==> src/rtl/vending_param_fsm.sv <==
// Parametrised vending controller: accumulates 5/10/25 coins as 5-unit credit, vends at PRICE,
// and pays change or a cancel refund back as a train of one-cycle chg5 pulses.
module vending_param_fsm #(
    parameter int unsigned PRICE    = 4,
    parameter int unsigned CREDIT_W = 5
) (
    input  logic                clk,
    input  logic                rst,
    input  logic [1:0]          coin,
    input  logic                cancel,
    output logic                dispense,
    output logic                chg5,
    output logic                busy,
    output logic                coin_rej,
    output logic [CREDIT_W-1:0] credit
);

    localparam int unsigned SumW = CREDIT_W + 1;
    localparam logic [SumW-1:0]     PriceW = SumW'(PRICE);
    localparam logic [CREDIT_W-1:0] One    = CREDIT_W'(1);

    typedef enum logic {StCollect, StChange} state_t;

    state_t              r_state, w_state_nxt;
    logic [CREDIT_W-1:0] r_credit, w_credit_nxt;
    logic [CREDIT_W-1:0] r_chg_cnt, w_chg_cnt_nxt;
    logic                r_dispense, w_dispense_nxt;
    logic                r_coin_rej, w_coin_rej_nxt;
    logic [SumW-1:0]     w_coin_val;
    logic [SumW-1:0]     w_sum;
    logic [CREDIT_W-1:0] w_diff;

    always_comb begin
        w_coin_val = '0;
        case (coin)
            2'b01:   w_coin_val = SumW'(1);
            2'b10:   w_coin_val = SumW'(2);
            2'b11:   w_coin_val = SumW'(5);
            default: w_coin_val = '0;
        endcase
    end

    assign w_sum  = {1'b0, r_credit} + w_coin_val;
    // Real difference always fits CREDIT_W, so the modular low-bit subtract is exact.
    assign w_diff = w_sum[CREDIT_W-1:0] - PriceW[CREDIT_W-1:0];

    always_comb begin
        w_state_nxt    = r_state;
        w_credit_nxt   = r_credit;
        w_chg_cnt_nxt  = r_chg_cnt;
        w_dispense_nxt = 1'b0;
        w_coin_rej_nxt = 1'b0;
        unique case (r_state)
            StCollect: begin
                if (cancel && (w_sum != '0)) begin
                    // Refund includes any coin landing in the same cycle; cancel beats vend.
                    w_credit_nxt  = '0;
                    w_chg_cnt_nxt = w_sum[CREDIT_W-1:0];
                    w_state_nxt   = StChange;
                end else if (w_sum >= PriceW) begin
                    w_dispense_nxt = 1'b1;
                    w_credit_nxt   = '0;
                    if (w_sum != PriceW) begin
                        w_chg_cnt_nxt = w_diff;
                        w_state_nxt   = StChange;
                    end
                end else begin
                    w_credit_nxt = w_sum[CREDIT_W-1:0];
                end
            end
            StChange: begin
                w_chg_cnt_nxt = r_chg_cnt - One;
                if (r_chg_cnt == One) begin
                    w_state_nxt = StCollect;
                end
                if (coin != 2'b00) begin
                    w_coin_rej_nxt = 1'b1;
                end
            end
            default: w_state_nxt = StCollect;
        endcase
    end

    always_ff @(posedge clk or negedge rst) begin
        if (!rst) begin
            r_state    <= StCollect;
            r_credit   <= '0;
            r_chg_cnt  <= '0;
            r_dispense <= 1'b0;
            r_coin_rej <= 1'b0;
        end else begin
            r_state    <= w_state_nxt;
            r_credit   <= w_credit_nxt;
            r_chg_cnt  <= w_chg_cnt_nxt;
            r_dispense <= w_dispense_nxt;
            r_coin_rej <= w_coin_rej_nxt;
        end
    end

    assign dispense = r_dispense;
    assign coin_rej = r_coin_rej;
    assign busy     = (r_state == StChange);
    assign chg5     = (r_state == StChange);
    assign credit   = r_credit;

endmodule

==> config.mk <==
export PLATFORM = sky130hd
export DESIGN_NAME = vending_param_fsm
export DESIGN_NICKNAME = d
export VERILOG_FILES = /design/src/rtl/vending_param_fsm.sv
export SDC_FILE = /design/constraint.sdc
export NUM_CORES = 1
export LEC_CHECK = 0
export BUFFER_PORTS_ARGS = -buffer_cell sky130_fd_sc_hd__buf_2
export CAP_MARGIN = 40
export CORE_MARGIN = 2
export CORE_UTILIZATION = 51
export DETAILED_ROUTE_END_ITERATION = 12
export GPL_TIMING_DRIVEN = 0
export HOLD_SLACK_MARGIN = 0.02
export PLACE_DENSITY = 0.72
export SLEW_MARGIN = 20
export SYNTH_ARGS = -nofsm -noshare
export SYNTH_HDL_FRONTEND = slang
export SYNTH_SLANG_ARGS = --single-unit
==> constraint.sdc <==
create_clock -name clk -period 2.8 [get_ports clk]
set_input_delay 0.56 -clock clk [delete_from_list [all_inputs] [get_ports clk]]
set_output_delay 0.56 -clock clk [all_outputs]
set_load 0.005 [all_outputs]
==> qor.txt <==
Worst-Margin Slew = 0.332 ns
Dpl cell area = 1150 µm²
Share of cells above drive strength 1 = 0.346
Power Dens Cells = 950 nW/µm²
YS warnings = 0
Routability Congestion = 0.867
Post-detail-place hpwl = 1.69 mm
Async set-reset flop share out of synthesis = 1.00
Largest net degree at the start of global routing = 14
CP Capture Type = register
Most frequent cells in the layout = dfrtp_1, buf_2, nand2_1, inv_1, nor2_1
Row count = 16
Layout area overhead = 18.8%
CTS Sinks = 13
Main flop type after synthesis = dfrtp_1
Worst path required time = 2.99 ns
Cell mode on critical path = ha_1
Finished Cell Area = 1250 µm²
Hold Vio Cnt, Final = 0
Post-synthesis cell type count = 47
Max incr delay on CP = 0.38 ns
Port bufs = 13
Nets = 142
Drt drc = 0
Status = finished clean
Max-cap violations = 0
Global Route Usage Sum = 0.213
Syn avg cell area = 9.75 µm²
First-pass GRT wire length = 3.97 mm
Worst VDD drop = 0.485 mV
Post-synth EDFFs = 0
Final WL = 2.34 mm
Total Die Area = 2450 µm²
DR WL/cell = 15.2 µm
Vias in the first global route = 845
Initial Util = 0.537
Tcrit/Tclk final = 0.967
Leakage = 0.556 nW
CTS tree = done
Fillers = 179
Vias = 874
Final worst slack = 0.0914 ns
GR Overflow Total = 0
CTS buffer count = 3
Hold WC Path Type = input port to async pin
Rel. slew slack = 0.777
CTS clk-pin slew, worst paths = 0.09 ns
Antenna viol nets, final = 0
CP max FO = 7
Cell Chain, Critical Path = buf_2 > clkbuf_1 > ha_1 > inv_1 > fa_2 > xnor2_1 > ha_1 > nand4bb_1 > a22oi_2 > a21boi_4 > a22oi_1 > o211ai_1
Via/cell ratio = 5.68
Die H = 49.5 µm
# hold bufs at CTS = 0
Bufs on Longest Clock Path = 2
Slowest cell on crit path = fa_2
Clock root buffer = clkbuf_4
Critical path launch point type = input port
Slew Limit Fails = 0
Seq/Total Area, Yosys = 0.309
Ant. Diodes = 0
Critical path class = input port to register
Cell Area, Synth = 1050 µm²
Worst reg2reg path depth = 10
Antenna violations before repair = 0
Yosys reg bits = 13
Critical Path AT = 2.90 ns
Finish-stage setup viols = 0
Ports = 14
Tmin final = 2.71 ns
Initial DRC count = 23
Drt first pass iters = 4
Post-Syn Nets = 122
Core area = 1960 µm²
Mapped Cells = 108
Die X = 49.5 µm
Htree depth = 1
F_max = 369 MHz
Clock Latency Late Sink = 0.28 ns
Worst Clk Skew = 0.00963 ns
Pre-CTS setup slack = -0.443 ns
==> path summary, 6_finish.rpt <==
check | endpoint | from | slack (ns)
max in group asynchronous | dispense | rst | 2.39
min reg2reg | credit[0] | credit[0] | 0.53
min in group clk | credit[0] | credit[0] | 0.53
max | r_chg_cnt[2] | coin[0] | 0.09
min | credit[1] | rst | 0.15
max reg2reg | r_chg_cnt[2] | credit[0] | 0.18
==> synth_stat cells, drive strengths merged (2+ instances only) <==
master	count	area, µm²
a21oi	4	23.8
a22oi	2	15.0
buf	2	18.8
clkbuf	3	31.3
dfrtp	13	325
ha	8	100
inv	9	33.8
nand2	10	37.5
nand2b	4	25.0
nand3b	2	15.0
nor2	9	33.8
nor3	2	10.0
nor4	3	18.8
o21ai	3	15.0
o22ai	3	18.8
o31ai	3	32.5
or2	2	12.5
xnor2	2	17.5
xor2	2	17.5
==> repair_timing <==
item	in CTS	in global routing
pin swaps	1	6
setup buffers	0	2
endpoints found under the setup margin	6	7
resized for setup	3	8
==> logic make-up after synthesis <==
logic type / count (synthesis) / synth area share
AO/OA/AOI/OAI: 28 / 0.240
buffers and inverters: 14 / 0.0796
adder cells (fa/ha/maj): 9 / 0.114
XOR/XNOR: 4 / 0.0333
flip-flops: 13 / 0.309
AND/OR/NAND/NOR: 39 / 0.215
multiplexers: 1 / 0.00950
==> layer usage <==
layer / vias to the layer above / routed length [µm] / track usage
li1: 425 / - / -
met1: 423 / 1080 / 0.300
met4: 0 / 60 / 0.120
met5: - / 0 / 0
met2: 21 / 1120 / 0.320
met3: 5 / 80 / 0.0212
==> report_power, final <==
group	switching [W]	leakage (nW)	internal, W
clock	0.0000659	0.0150	0.0000553
sequential	0.0000714	0.158	0.000262
combinational	0.000390	0.383	0.000344
==> cell type report <==
cell class | instances | area [µm²] | share of cell area
timing repair buffer | 15 | 80.1 | 0.0640
inverter | 9 | 33.8 | 0.0270
multi-input combinational | 81 | 702 | 0.561
tap | 27 | 33.8 | 0.0270
clock buffer | 4 | 26.3 | 0.0210
sequential | 13 | 325 | 0.260
buffer | 5 | 50.0 | 0.0400
==> worst max-delay path, delay by kind of cell <==
kind	cells	cell delay, ns
fa+ha+maj	3	0.86
compound gates	4	0.72
xor+xnor	1	0.30
buf+inv	3	0.29
simple gates	1	0.18
==> stage by stage <==
| stage | TNS, ns | power, W | std cells | util | hold slack, ns |
|---|---|---|---|---|---|
| 2_1_floorplan | 0 | 0.000844 | 108 | - | 0.264 |
| 3_3_place_gp | -1.66 | 0.000979 | 148 | 0.587 | 0.462 |
| 3_5_place_dp | -3.08 | 0.00100 | 148 | 0.587 | 0.467 |
| 4_1_cts | 0 | 0.00113 | 152 | 0.608 | 0.154 |
| 5_1_grt | -0.201 | 0.00131 | 154 | 0.638 | 0.172 |
| 6_report | 0 | 0.00119 | 154 | 0.638 | 0.152 |
==> sequential cells by signal, summed over array words and instances, names as in the netlist <==
| name | count |
|---|---|
| coin_rej | 1 |
| busy | 1 |
| dispense | 1 |
| r_chg_cnt | 5 |
| credit | 5 |
Power figures use the tool's default switching activity.
